<file path="src/rtl/serial_pkg.sv">
// Shared definitions for the serial link: symbol width, comma filler and the
// transmitter state encoding (also used by the receiver's probes).
package serial_pkg;
    localparam int SYM_W = 8;
    localparam logic [SYM_W-1:0] COMMA = 8'hBC;

    typedef enum logic {
        SYNC = 1'b0,
        RUN  = 1'b1
    } tx_state_e;
endpackage

</file>
<file path="src/rtl/paralelo_serial_tx.sv">
// Byte-to-bit serializer: valid/ready byte input, MSB-first serial output,
// comma filler in idle slots and a forced comma preamble after reset.
module paralelo_serial_tx
    import serial_pkg::*;
#(
    parameter int MIN_COMMAS = 4,
    parameter int CNT_W      = 16
) (
    input  logic             clk_32f,
    input  logic             reset_L,
    input  logic [7:0]       in_data,
    input  logic             in_valid,
    output logic             in_ready,
    output logic             data_out,
    output logic             sym_start,
    output logic             tx_active,
    output logic [CNT_W-1:0] data_cnt
);
    localparam int BIT_W = $clog2(SYM_W);
    localparam int CC_W  = $clog2(MIN_COMMAS + 1);

    // Handshake: a byte moves when in_valid && in_ready on a rising clk_32f;
    // in_ready comes from registers only, in_data/in_valid are ignored otherwise.
    tx_state_e        state_q, state_d;
    logic [SYM_W-1:0] shift_q, shift_d;
    logic [BIT_W-1:0] bit_cnt_q, bit_cnt_d;
    logic [SYM_W-1:0] hold_q, hold_d;
    logic             hold_full_q, hold_full_d;
    logic [CC_W-1:0]  comma_cnt_q, comma_cnt_d;
    logic [CNT_W-1:0] data_cnt_q, data_cnt_d;

    logic transfer;
    logic sym_end;
    logic load_data;

    assign in_ready  = (state_q == RUN) && !hold_full_q;
    assign data_out  = shift_q[SYM_W-1];
    assign sym_start = (bit_cnt_q == '0);
    assign tx_active = (state_q == RUN);
    assign data_cnt  = data_cnt_q;

    always_comb begin
        state_d     = state_q;
        shift_d     = shift_q;
        hold_d      = hold_q;
        hold_full_d = hold_full_q;
        comma_cnt_d = comma_cnt_q;
        data_cnt_d  = data_cnt_q;
        load_data   = 1'b0;
        transfer    = in_valid && in_ready;
        sym_end     = (bit_cnt_q == BIT_W'(SYM_W - 1));
        bit_cnt_d   = bit_cnt_q + BIT_W'(1);

        if (!sym_end) begin
            shift_d = shift_q << 1;
            if (transfer) begin
                hold_d      = in_data;
                hold_full_d = 1'b1;
            end
        end else begin
            unique case (state_q)
                SYNC: begin
                    shift_d     = COMMA;
                    comma_cnt_d = comma_cnt_q + CC_W'(1);
                    if (comma_cnt_q == CC_W'(MIN_COMMAS - 1)) begin
                        state_d = RUN;
                    end
                end
                RUN: begin
                    // A held byte always wins; in_ready is low then, so no bypass can collide.
                    if (hold_full_q) begin
                        shift_d     = hold_q;
                        hold_full_d = 1'b0;
                        load_data   = 1'b1;
                    end else if (transfer) begin
                        shift_d   = in_data;
                        load_data = 1'b1;
                    end else begin
                        shift_d = COMMA;
                    end
                end
                default: shift_d = COMMA;
            endcase
        end

        if (load_data && (data_cnt_q != {CNT_W{1'b1}})) begin
            data_cnt_d = data_cnt_q + CNT_W'(1);
        end
    end

    always_ff @(posedge clk_32f) begin
        if (!reset_L) begin
            state_q     <= SYNC;
            shift_q     <= COMMA;
            bit_cnt_q   <= '0;
            hold_q      <= '0;
            hold_full_q <= 1'b0;
            comma_cnt_q <= '0;
            data_cnt_q  <= '0;
        end else begin
            state_q     <= state_d;
            shift_q     <= shift_d;
            bit_cnt_q   <= bit_cnt_d;
            hold_q      <= hold_d;
            hold_full_q <= hold_full_d;
            comma_cnt_q <= comma_cnt_d;
            data_cnt_q  <= data_cnt_d;
        end
    end
endmodule

</file>
<file path="config.mk">
export PLATFORM = sky130hd
export DESIGN_NAME = paralelo_serial_tx
export DESIGN_NICKNAME = d
export VERILOG_FILES = /design/src/rtl/serial_pkg.sv /design/src/rtl/paralelo_serial_tx.sv
export SDC_FILE = /design/constraint.sdc
export NUM_CORES = 1
export LEC_CHECK = 0
export ABC_AREA = 0
export ABC_CLOCK_PERIOD_IN_PS = 1800
export CAP_MARGIN = 10
export CORE_AREA = 2 2 73 61
export DETAILED_ROUTE_END_ITERATION = 16
export DIE_AREA = 0 0 75 63
export PLACE_DENSITY = 0.72
export SETUP_SLACK_MARGIN = 0.15
export SLEW_MARGIN = 20
export SYNTH_ARGS = -nofsm -noshare
export SYNTH_HDL_FRONTEND = slang
export SYNTH_SLANG_ARGS = --single-unit
</file>
<file path="constraint.sdc">
create_clock -name clk_32f -period 1.8 [get_ports clk_32f]
set_input_delay 0.18 -clock clk_32f [delete_from_list [all_inputs] [get_ports clk_32f]]
set_output_delay 0.18 -clock clk_32f [all_outputs]
set_load 0.03 [all_outputs]
</file>
# Word level (Yosys, flattened, before mapping)
# Index checks and enable logic that the tools add are counted.
[op_classes] add_sub_neg=3 n_bitwise=2 reduce_logical=10 n_eq_ne=4 mux=13
[op_table] operator="$mux 8" count=3
[op_table] operator="$add 16x1->16 const B" count=1
[op_table] operator="$ne 16x16->1 const B" count=1
[op_table] operator="$pmux 8 s2" count=1
[op_table] operator="$mux 1" count=9
[op_table] operator="$reduce_and 2->1" count=4
[op_table] operator="$add 3x1->3 const B" count=2
[op_table] operator="$eq 3x2->1 const B" count=1
[op_table] operator="$eq 3x3->1 const B" count=1
[op_table] operator="$logic_and 1x1->1" count=3
[op_table] operator="$logic_not 3->1" count=1
[op_table] operator="$ne 2x2->1 const B" count=1
[op_table] operator="$not 1->1" count=2
[op_table] operator="$reduce_bool 2->1" count=1
[op_table] operator="$logic_not 1->1" count=1
[totals] ff_bits=40 wordCells=40 out_inout_bits=20

# Depth between registers and ports, before layout
# Gate-level depths: netlist of the first run.
[logic_depth] depth_word=8 depth_mapped=7 mapped_depth_nobuf=6

# Worst setup path before layout of the first run
# No wires, ideal clock.
[synth_path] path_type="flip-flop to flip-flop" from="register bit_cnt_q[0]" to="register data_cnt_q[6], in the netlist data_cnt[6]" arrival_time_ns=1.870 setup_slack_ns=-0.140 path_stages_with_launch=7 setup_ns=0.070 period_less_slack_ns=1.940 path_cell_list="dfxtp_1 ha_1 ha_1 o211ai_2 or2_2 or4_1 a21oi_1"
[synth_between] elab_chain_len=3
[synth_rtl] item="start, declared" line_no="paralelo_serial_tx.sv:26" rtl="logic [BIT_W-1:0] bit_cnt_q, bit_cnt_d;"
[synth_rtl] item="start signal, assigned" line_no="paralelo_serial_tx.sv:103" rtl="bit_cnt_q <= bit_cnt_d;"
[synth_rtl] item="$eq 3x3->1" line_no="paralelo_serial_tx.sv:51" rtl="sym_end = (bit_cnt_q == BIT_W'(SYM_W - 1));"
[synth_rtl] item="$mux 1" line_no="paralelo_serial_tx.sv:54" rtl="if (!sym_end) begin"
[synth_rtl] item="$logic_and 1x1->1" line_no="paralelo_serial_tx.sv:86" rtl="if (load_data && (data_cnt_q != {CNT_W{1'b1}})) begin"
[synth_rtl] item="end signal, assigned" line_no="paralelo_serial_tx.sv:107" rtl="data_cnt_q <= data_cnt_d;"
[synth_rtl] item="end, declared" line_no="paralelo_serial_tx.sv:30" rtl="logic [CNT_W-1:0] data_cnt_q, data_cnt_d;"
# Every way passes these cells.
# A chain may end at the register's enable or synchronous reset.

# Final worst setup path of the first run
[layout_path] from="register bit_cnt_q[1]" to="register data_cnt_q[13], in the netlist data_cnt[13]"
# Same word-level chain as after synthesis.

==> results of run 1 <==
-- stage by stage --
stage	util, %	cell area, µm²	hold WS, ns	TNS (ns)
finish	65.8	2650	0.458	-0.0236
global route	65.8	2650	0.477	-0.142
CTS	63.0	2530	0.459	-0.0109
detailed placement	59.0	2370	0.431	-0.645
global placement	59.0	2370	0.430	-0.502
floorplan	-	1890	0.313	0
-- worst paths after layout --
path | endpoint | slack (ns) | depth (start not counted) | startpoint
max | data_cnt[13] | -0.02 | 6 | bit_cnt_q[1]
min | shift_q[6] | 0.46 | 2 | shift_q[5]
max reg2reg | data_cnt[13] | -0.02 | 6 | bit_cnt_q[1]
min reg2reg | shift_q[6] | 0.46 | 2 | shift_q[5]
-- final cells by class --
type | instances | area share [%]
sequential | 40 | 31.3
clock inverter | 1 | 1.13
clock buffer | 6 | 3.55
inverter | 9 | 1.28
tap | 57 | 2.70
multi-input combinational | 143 | 40.4
timing repair buffer | 57 | 19.6
-- routing by layer --
layer	global-route usage [%]	wire length (µm)	vias up
met5	0	0	-
met4	7.81	82	0
met3	4.35	238	7
met2	28.9	2000	53
met1	30.3	2260	799
li1	-	-	850
-- state kept, by name, summed over array words and instances, names as in the netlist --
name         flops
tx_active        1
hold_q           8
hold_full_q      1
bit_cnt_q        3
shift_q          8
data_cnt        16
comma_cnt_q      3
-- logic make-up after synthesis --
| group | count (synthesis) | share of synthesized area, % |
|---|---|---|
| buffers and inverters | 18 | 5.10 |
| adder cells (fa/ha/maj) | 6 | 4.19 |
| XOR/XNOR | 1 | 0.489 |
| multiplexers | 5 | 2.80 |
| AO/OA/AOI/OAI | 61 | 21.2 |
| flip-flops | 40 | 44.7 |
| AND/OR/NAND/NOR | 70 | 21.5 |
-- synth_stat cells (all sizes together) (3+ instances only) --
cell type | number | area [µm²]
or2 | 3 | 18.8
ha | 6 | 75.1
o21ai | 12 | 60.1
nand4 | 3 | 33.8
or3 | 3 | 18.8
mux2i | 5 | 50.1
a21oi | 21 | 105
clkbuf | 7 | 46.3
a22oi | 3 | 22.5
nand3 | 5 | 25.0
o31ai | 4 | 30.0
a211oi | 3 | 22.5
nor2 | 15 | 56.3
dfxtp | 40 | 801
inv | 9 | 33.8
nand2b | 4 | 25.0
o22ai | 7 | 43.8
nor4 | 4 | 31.3
or4 | 5 | 41.3
nor2b | 3 | 18.8
nand2 | 17 | 63.8
-- power groups by stage --
stage	Sequential (µW)	Combinational [µW]	Clock, µW
floorplan	922	43.9	0
global placement	920	90.5	0
detailed placement	920	91.6	0
CTS	899	92.3	823
global route	900	105	850
finish	899	93.2	813
-- worst min-delay path, cell delays in order, from the launching register on --
cell     delay, ns
dfxtp_1       0.30
inv_1         0.05
o22ai_1       0.06
-- timing repair --
item	CTS	global route
setup buffers	2	2
endpoints found under the setup margin	14	15
endpoints found under the hold margin	0	0
resized for setup	12	20
hold buffers	0	0
pin swaps	8	7
==> impl_results.md, run 1 <==
* I/O pins at 31
* Final WS setup at -0.0165 ns
* Fill count at 313
* Internal power at 1430 µW
* Number of buffers and inverters on the critical path at 0
* Port-buffer cells at 30
* Mapped cell area at 0.00179 mm²
* HP Class: reg2reg
* Worst-path cell chain: ha_4 > ha_4 > o2111ai_2 > or4_4 > or4_4 > a21oi_2
* Mapped Nets at 218
* Async set-reset flop share out of synthesis at 0%
* Die Y at 63 µm
* Switch share at 21.0%
* Largest net degree at the start of global routing at 19
* Share of cells above drive strength 1 at 30.1%
* Slew @ Worst Pin at 0.565 ns
* CTS clk-pin slew, worst paths at 0.08 ns
* Maxcap violations at 0
* Chip Width at 75 µm
* FF+latch area at 830 µm²
* Die footprint at 0.00473 mm²
* Violated checks: setup timing
* Area taken by multi-input logic gates at 0.00107 mm²
* Worst Setup Slack post-DPL at -0.162 ns
* CTS max path bufs at 2
* Total power divided by cell area at 682 mW/mm²
* Initial Util at 44.5%
* # DRC at 0
* Top FF cell, synth: dfxtp_1
* Commonest non-fill, non-tap cell in the layout: dfxtp_1
* FP Rows at 21
* Total Routing Usage GR at 20.5%
* Ant. Diodes at 0
* Final critical-path share of the clock period at 101%
* Kind of cell adding the most delay to the critical path: simple AND/OR/NAND/NOR gates
* Mapped Avg Cell Area at 8.91 µm²
* DPL Wire Length at 3.04 mm
* Unrepaired setup endpoints after global routing: yes
* WP data arrival at 2.05 ns
* Setup-failing EPs final at 2
* Final min period at 1.82 ns
* Number of synthesized flops with an enable pin at 0
* Layout area overhead at 47.8%
* Post-Synthesis Cells at 201
* Fin cells at 313
* Status: finished, violations left
* Initial antenna violation count at 0
* WS Path Type: reg2reg
* Crit end category: register
* Yosys reg bits at 40
* Reg power frac at 49.8%
* Final Skew at 0.00398 ns
* Vias at 1709
* Clk root buf: clkbuf_8
* Max Freq at 550 MHz
* Routed length per instance at 14.6 µm
* CP Launch Type: register
* Critical path peak fanout at 3
* Worst-Skew Late Latency at 0.29 ns
* H-tree depth at 2
* Core region area at 0.00402 mm²
* Slew Limit Headroom at 62.2%
* Worst EP required at 2.03 ns
* Placed Cells at 302
* Routed Antenna Nets at 0
* Yosys cell types at 44
* Final net count at 273
* Routability cong. at 0.789
* Vias in the first global route at 1583
* Seq/Total Area, Yosys at 44.7%
* Clock sink total at 40
* Switching pwr at 380 µW
* Total Power at 1810 µW
* Most frequent cells in the layout: dfxtp_1 (25), clkdlybuf4s50_1 (24), buf_4 (23)
* Slowest cell on crit path: or4_4
* Gate power share at 5.2%
* CTS tree: yes
* Post-Route WL at 4.58 mm
* DRT Pass-1 Iters at 6
* CP peak stage delay at 0.44 ns
* Syn. warnings at 0
* Max Slew Vio Count at 0
* Grt ovf at 0
* Clock Power Share at 45.1%
* Vias/cell at 5.46
* First-pass GRT wire length at 7.49 mm
* Worst vdd ir at 0.000488 V
* Iter 0 DRT Violations at 146
* Hold Vio Cnt, Final at 0
* Leak at 0.000993 µW
* Total CTS buffers at 5
Power figures use the tool's default switching activity.
==> inputs of run 2 (changes only) <==
CELL_PAD_IN_SITES_DETAIL_PLACEMENT = 1   (was not set)
CELL_PAD_IN_SITES_GLOBAL_PLACEMENT = 1   (was not set)
CORE_AREA = 2 2 83 69   (was 2 2 73 61)
DIE_AREA = 0 0 85 71   (was 0 0 75 63)
PLACE_DENSITY = not set   (was 0.72)
PLACE_DENSITY_LB_ADDON = 0.1   (was not set)
==> run 2 against run 1 <==
- maximum frequency fell by 0.72%
- clock-buffer cell count rose by 1
- via count fell by 0.76%
- the flow still finishes with violations (setup timing)
- flip-flop and latch count did not move
- die area rose by 28%
- clock skew rose by 0.0011 ns
- largest power group unchanged
- sequential power barely moved
==> impl_results.md, run 2 (same netlist as run 1, synthesis figures left out) <==
* Die Y at 71 µm (was 63 µm)
* Final critical-path share of the clock period at 102% (was 101%)
* HP Class: in2reg (was reg2reg)
* Total Routing Usage GR at 17.9% (was 20.5%)
* Worst EP required at 2.03 ns (about the same)
* Violated checks: setup timing (unchanged)
* # DRC at 0 (unchanged)
* Largest register FFs at 16 (unchanged)
* FP Rows at 24 (was 21)
* Max Freq at 547 MHz (was 550 MHz)
* CP Launch Type: register (unchanged)
* Fill count at 594 (was 313)
* Total Power at 1800 µW (was 1810 µW)
* Clock sink total at 40 (unchanged)
* Final net count at 272 (was 273)
* Hold Startpoint: in_data[2] (was shift_q[5])
* DPL Wire Length at 3.65 mm (was 3.04 mm)
* Final min period at 1.83 ns (was 1.82 ns)
* Port-buffer cells at 30 (unchanged)
* Ant. Diodes at 0 (unchanged)
* Crit end category: register (unchanged)
* Vias at 1696 (was 1709)
* Layout area overhead at 49.6% (was 47.8%)
* DRT Pass-1 Iters at 4 (was 6)
* Worst vdd ir at 0.000319 V (was 0.000488 V)
* Routability cong. at 0.777 (was 0.789)
* Unrepaired setup endpoints after global routing: yes (unchanged)
* Status: finished, violations left (unchanged)
* Crit. Startpoint: bit_cnt_q[1] (unchanged)
* Clk root buf: clkbuf_8 (unchanged)
* Critical path peak fanout at 3 (unchanged)
* WP data arrival at 2.06 ns (was 2.05 ns)
* Worst-Skew Late Latency at 0.29 ns (about the same)
* Initial Util at 34.1% (was 44.5%)
* Total negative slack at -0.0403 ns (was -0.0236 ns)
* Routed Antenna Nets at 0 (unchanged)
* Die footprint at 0.00604 mm² (was 0.00473 mm²)
* Final Skew at 0.00505 ns (was 0.00398 ns)
* Setup-failing EPs final at 3 (was 2)
* CTS clk-pin slew, worst paths at 0.08 ns (about the same)
* I/O pins at 31 (unchanged)
* Maxcap violations at 0 (unchanged)
* CTS max path bufs at 2 (unchanged)
* Post-Route WL at 5.29 mm (was 4.58 mm)
* Grt ovf at 0 (unchanged)
* Total CTS buffers at 5 (unchanged)
* Fin cells at 321 (was 313)
* Area taken by multi-input logic gates at 0.00107 mm² (about the same)
* First-pass GRT wire length at 8.69 mm (was 7.49 mm)
* Placed Cells at 307 (was 302)
* Slew Limit Headroom at 69.4% (was 62.2%)
* Share of cells above drive strength 1 at 29.7% (was 30.1%)
* Vias/cell at 5.28 (was 5.46)
* Slew @ Worst Pin at 0.458 ns (was 0.565 ns)
* WS Path Type: reg2reg (unchanged)
* Vias in the first global route at 1765 (was 1583)
* FF-to-FF Start: bit_cnt_q[1] (unchanged)
* Max Slew Vio Count at 0 (unchanged)
* Chip Width at 85 µm (was 75 µm)
* Iter 0 DRT Violations at 67 (was 146)
* Core region area at 0.00526 mm² (was 0.00402 mm²)
* Routed length per instance at 16.5 µm (was 14.6 µm)
* Final WS setup at -0.0298 ns (was -0.0165 ns)
* FF+latch area at 830 µm² (unchanged)
* H-tree depth at 2 (unchanged)
* Most frequent cells in the layout: dfxtp_1 (25), clkdlybuf4s50_1 (25), buf_4 (19) (was dfxtp_1 (25), clkdlybuf4s50_1 (24), buf_4 (23))
* Hold Vio Cnt, Final at 0 (unchanged)
* Initial antenna violation count at 0 (unchanged)
* Largest net degree at the start of global routing at 16 (was 19)
* Leak at 0.00100 µW (was 0.000993 µW)
* Total power divided by cell area at 674 mW/mm² (was 682 mW/mm²)
* CTS tree: yes (unchanged)
run 2: cell types whose count changed in the layout (fill, tap and decap cells not counted), sizes merged:
cell | previous run | this run
dlymetal6s2s | 1 | 2
dlygate4sd2 | 4 | 2
buf | 27 | 26
clkdlybuf4s50 | 24 | 25
clkbuf | 7 | 8
run 2: what timing repair did:
| action | CTS | global route |
|---|---|---|
| pin swaps | 11 | 1 |
| gates resized for setup | 19 | 12 |
| hold buffers | 0 | 0 |
| buffers inserted | 3 | 3 |
| endpoints found under the hold margin | 0 | 0 |
| setup endpoints to repair | 14 | 24 |
run 2: power by group:
part | switching (µW) | leakage [µW] | internal [µW]
Sequential | 8.00 | 0.000333 | 891
Combinational | 51.0 | 0.000605 | 45.6
Clock | 319 | 0.0000645 | 489
Total | 378 | 0.00100 | 1430
run 2: cell type report:
type	instances	share of cell area, %
Clock inverter	1	1.12
Multi-Input combinational cell	143	40.0
Clock buffer	7	3.60
Tap cell	65	3.04
Inverter	9	1.26
Timing Repair Buffer	56	20.0
Sequential cell	40	31.0
run 2: metal layers:
layer	GRT usage, %	part of all wire [%]	vias to the layer above
met5	0	0	-
met3	3.50	2.7	5
met4	4.23	0.76	0
li1	-	-	846
met2	29.4	49	26
met1	24.5	47	819
run 2: path summary, 6_finish.rpt:
check | cells after the start | slack (ns) | endpoint
setup / recovery | 6 | -0.03 | data_cnt[13]
hold / removal | 3 | 0.46 | hold_q[2]
setup reg to reg | 6 | -0.03 | data_cnt[13]
hold reg to reg | 2 | 0.48 | shift_q[5]
run 2: worst max-delay path, cell delays in order, from the launching register on:
cell,delay (ns)
dfxtp_2,0.36
ha_4,0.14
ha_4,0.16
o2111ai_4,0.10
or4_4,0.45
or4_4,0.43
a21oi_2,0.12
run 2: metrics by stage:
step / util, % / worst slack (ns) / hold WS [ns] / cell area, µm²
floorplan: - / 0.0364 / 0.313 / 1890
global placement: 44.9 / -0.164 / 0.424 / 2360
detailed placement: 44.9 / -0.194 / 0.444 / 2360
CTS: 49.5 / -0.0387 / 0.454 / 2600
global route: 51.0 / -0.0956 / 0.476 / 2680
finish: 51.0 / -0.0298 / 0.465 / 2680
==> inputs of run 3 (changes only) <==
GPL_TIMING_DRIVEN = 0   (was not set)
==> run 3 against run 2 <==
- final area decreased by 2.1%
- critical path type unchanged
- utilization down 1.1 points
- the flow still finishes with violations (setup timing)
- critical endpoint is now data_cnt[5]
- via count decreased by 0.47%
- clock power shrank 29%
- highest routed layer unchanged
- final cell count is 1.9% lower
==> impl_results.md, run 3 (same netlist as run 1, synthesis figures left out) <==
* Reg power frac at 57.3% (was 49.8%)
* Vias in the first global route at 1759 (was 1765)
* Final Skew at 0.00389 ns (was 0.00505 ns)
* FF+latch area at 832 µm² (was 830 µm²)
* Largest register FFs at 16 (unchanged)
* Clock sink total at 40 (unchanged)
* Kind of cell adding the most delay to the critical path: simple AND/OR/NAND/NOR gates (unchanged)
* Setup-failing EPs final at 4 (was 3)
* Grt ovf at 0 (unchanged)
* Area taken by multi-input logic gates at 0.00113 mm² (was 0.00107 mm²)
* Maxcap violations at 0 (unchanged)
* Hold Vio Cnt, Final at 0 (unchanged)
* Vias at 1688 (was 1696)
* Placed inst area at 0.00227 mm² (was 0.00236 mm²)
* WS Path Type: reg2reg (unchanged)
* Final critical-path share of the clock period at 103% (was 102%)
* Number of buffers and inverters on the critical path at 1 (was 0)
* Unrepaired setup endpoints after global routing: yes (unchanged)
* Die Y at 71 µm (unchanged)
* Port-buffer cells at 29 (was 30)
* Routed length per instance at 17.4 µm (was 16.5 µm)
* Status: finished, violations left (unchanged)
* Internal power at 1200 µW (was 1430 µW)
* Switching pwr at 374 µW (was 378 µW)
* Ant. Diodes at 0 (unchanged)
* Chip Width at 85 µm (unchanged)
* CTS clk-pin slew, worst paths at 0.08 ns (about the same)
* FP Rows at 24 (unchanged)
* CP Launch Type: register (unchanged)
* Core region area at 0.00526 mm² (unchanged)
* Worst vdd ir at 0.000378 V (was 0.000319 V)
* CTS tree: yes (unchanged)
* Total power divided by cell area at 599 mW/mm² (was 674 mW/mm²)
* Final WS setup at -0.0458 ns (was -0.0298 ns)
* Worst EP required at 2.02 ns (was 2.03 ns)
* HP Class: in2reg (unchanged)
* # DRC at 0 (unchanged)
* Max Freq at 542 MHz (was 547 MHz)
* Slowest cell on crit path: or4_4 (unchanged)
* Routability cong. at 0.851 (was 0.777)
* Largest net degree at the start of global routing at 12 (was 16)
* Post-Route WL at 5.49 mm (was 5.29 mm)
* Gate power share at 6.0% (was 5.4%)
* DPL Wire Length at 3.71 mm (was 3.65 mm)
* Clk root buf: clkbuf_8 (unchanged)
* I/O pins at 31 (unchanged)
* Total negative slack at -0.111 ns (was -0.0403 ns)
* H-tree depth at 2 (unchanged)
* Critical path peak fanout at 6 (was 3)
* Commonest non-fill, non-tap cell in the layout: clkdlybuf4s50_1
* CTS max path bufs at 2 (unchanged)
* First-pass GRT wire length at 8.56 mm (was 8.69 mm)
* Leak at 0.000939 µW (was 0.00100 µW)
* Most frequent cells in the layout: clkdlybuf4s50_1 (26), dfxtp_1 (25), nand2_1 (17) (was dfxtp_1 (25), clkdlybuf4s50_1 (25), buf_4 (19))
* WP data arrival at 2.07 ns (was 2.06 ns)
* Layout area overhead at 46.5% (was 49.6%)
* Die footprint at 0.00604 mm² (unchanged)
* Fill count at 596 (was 594)
* DRT Pass-1 Iters at 6 (was 4)
* Routed Antenna Nets at 0 (unchanged)
* Slew @ Worst Pin at 0.666 ns (was 0.458 ns)
* Final min period at 1.85 ns (was 1.83 ns)
* Switch share at 23.8% (was 21.0%)
* Slew Limit Headroom at 55.6% (was 69.4%)
* Cell mode on critical path: ha_4
* Share of cells above drive strength 1 at 30.4% (was 29.7%)
* Iter 0 DRT Violations at 79 (was 67)
* Crit end category: register (unchanged)
* Violated checks: setup timing (unchanged)
* Final net count at 267 (was 272)
* Final instance area at 0.00262 mm² (was 0.00268 mm²)
* Clock Power Share at 36.7% (was 44.8%)
* Total Routing Usage GR at 18.2% (was 17.9%)
* Initial antenna violation count at 0 (unchanged)
* CP peak stage delay at 0.47 ns (was 0.45 ns)
* Worst-path cell chain: ha_4 > ha_4 > o2111ai_4 > or2_4 > buf_8 > or4_4 > a21oi_2 (was ha_4 > ha_4 > o2111ai_4 > or4_4 > or4_4 > a21oi_2)
* Vias/cell at 5.36 (was 5.28)
* Total CTS buffers at 5 (unchanged)
* Max Slew Vio Count at 0 (unchanged)
* Worst-Skew Late Latency at 0.29 ns (about the same)
* Initial Util at 34.1% (unchanged)
[run 3: cell types whose count changed in the layout (fill, tap and decap cells not counted), moves of 2 or more]
cell      before  now
nor2_2         0    2
buf_4         19   12
or4_1          2    0
a21oi_2        3    5
a21oi_1       18   16
clkbuf_1       0    3
buf_6          5    2
nor2_1        15   13
buf_12         2    0
or4_4          3    5
[run 3: power by group through the flow]
stage          Combinational, µW  Sequential [µW]  Clock [µW]
3_3_place_gp                89.9              920           0
5_1_grt                      104              901         631
2_1_floorplan               43.9              922           0
3_5_place_dp                95.1              921           0
4_1_cts                     94.9              899         586
6_report                    94.5              899         576
[run 3: worst paths after layout]
check               startpoint           end  slack (ns)  cells past startpoint
hold / removal         reset_L   data_cnt[9]        0.39                      3
hold reg to reg   bit_cnt_q[0]  bit_cnt_q[0]        0.46                      1
setup reg to reg  bit_cnt_q[0]   data_cnt[5]       -0.05                      7
setup / recovery  bit_cnt_q[0]   data_cnt[5]       -0.05                      7
[run 3: area by class of cell]
| type | instances | share of cell area [%] |
|---|---|---|
| multi-input combinational | 143 | 43.1 |
| sequential | 40 | 31.7 |
| timing repair buffer | 42 | 15.1 |
| tap | 65 | 3.10 |
| clock buffer | 6 | 2.77 |
| buffer | 9 | 2.72 |
| inverter | 9 | 1.29 |
| clock inverter | 1 | 0.191 |
[run 3: routing by layer]
layer | share of wire [%] | global-route usage, %
met5 | 0 | 0
met4 | 1.1 | 5.64
met3 | 2.6 | 4.08
met2 | 46 | 28.6
met1 | 50 | 25.0
[run 3: tightest hold or removal path, cell delays in order]
cell and delay, ns:
clkbuf_1 0.25, nand2b_1 0.15, mux2i_1 0.06
[run 3: metrics by stage]
step / hold WS (ns) / setup slack (ns) / util (%) / power, µW / cells
2_1_floorplan: 0.313 / 0.0364 / - / 966 / 201
6_report: 0.386 / -0.0458 / 49.9 / 1570 / 315
3_5_place_dp: 0.446 / -0.267 / 43.1 / 1020 / 295
4_1_cts: 0.373 / -0.0658 / 47.4 / 1580 / 310
5_1_grt: 0.423 / -0.121 / 49.9 / 1640 / 315
3_3_place_gp: 0.447 / -0.245 / 43.1 / 1010 / 295
[run 3: timing repair]
action | in CTS | in global routing
hold buffers | 0 | 0
pin swaps | 12 | 10
setup endpoints to repair | 16 | 28
resized for setup | 19 | 23
gates cloned | 0 | 0
setup buffers | 8 | 5
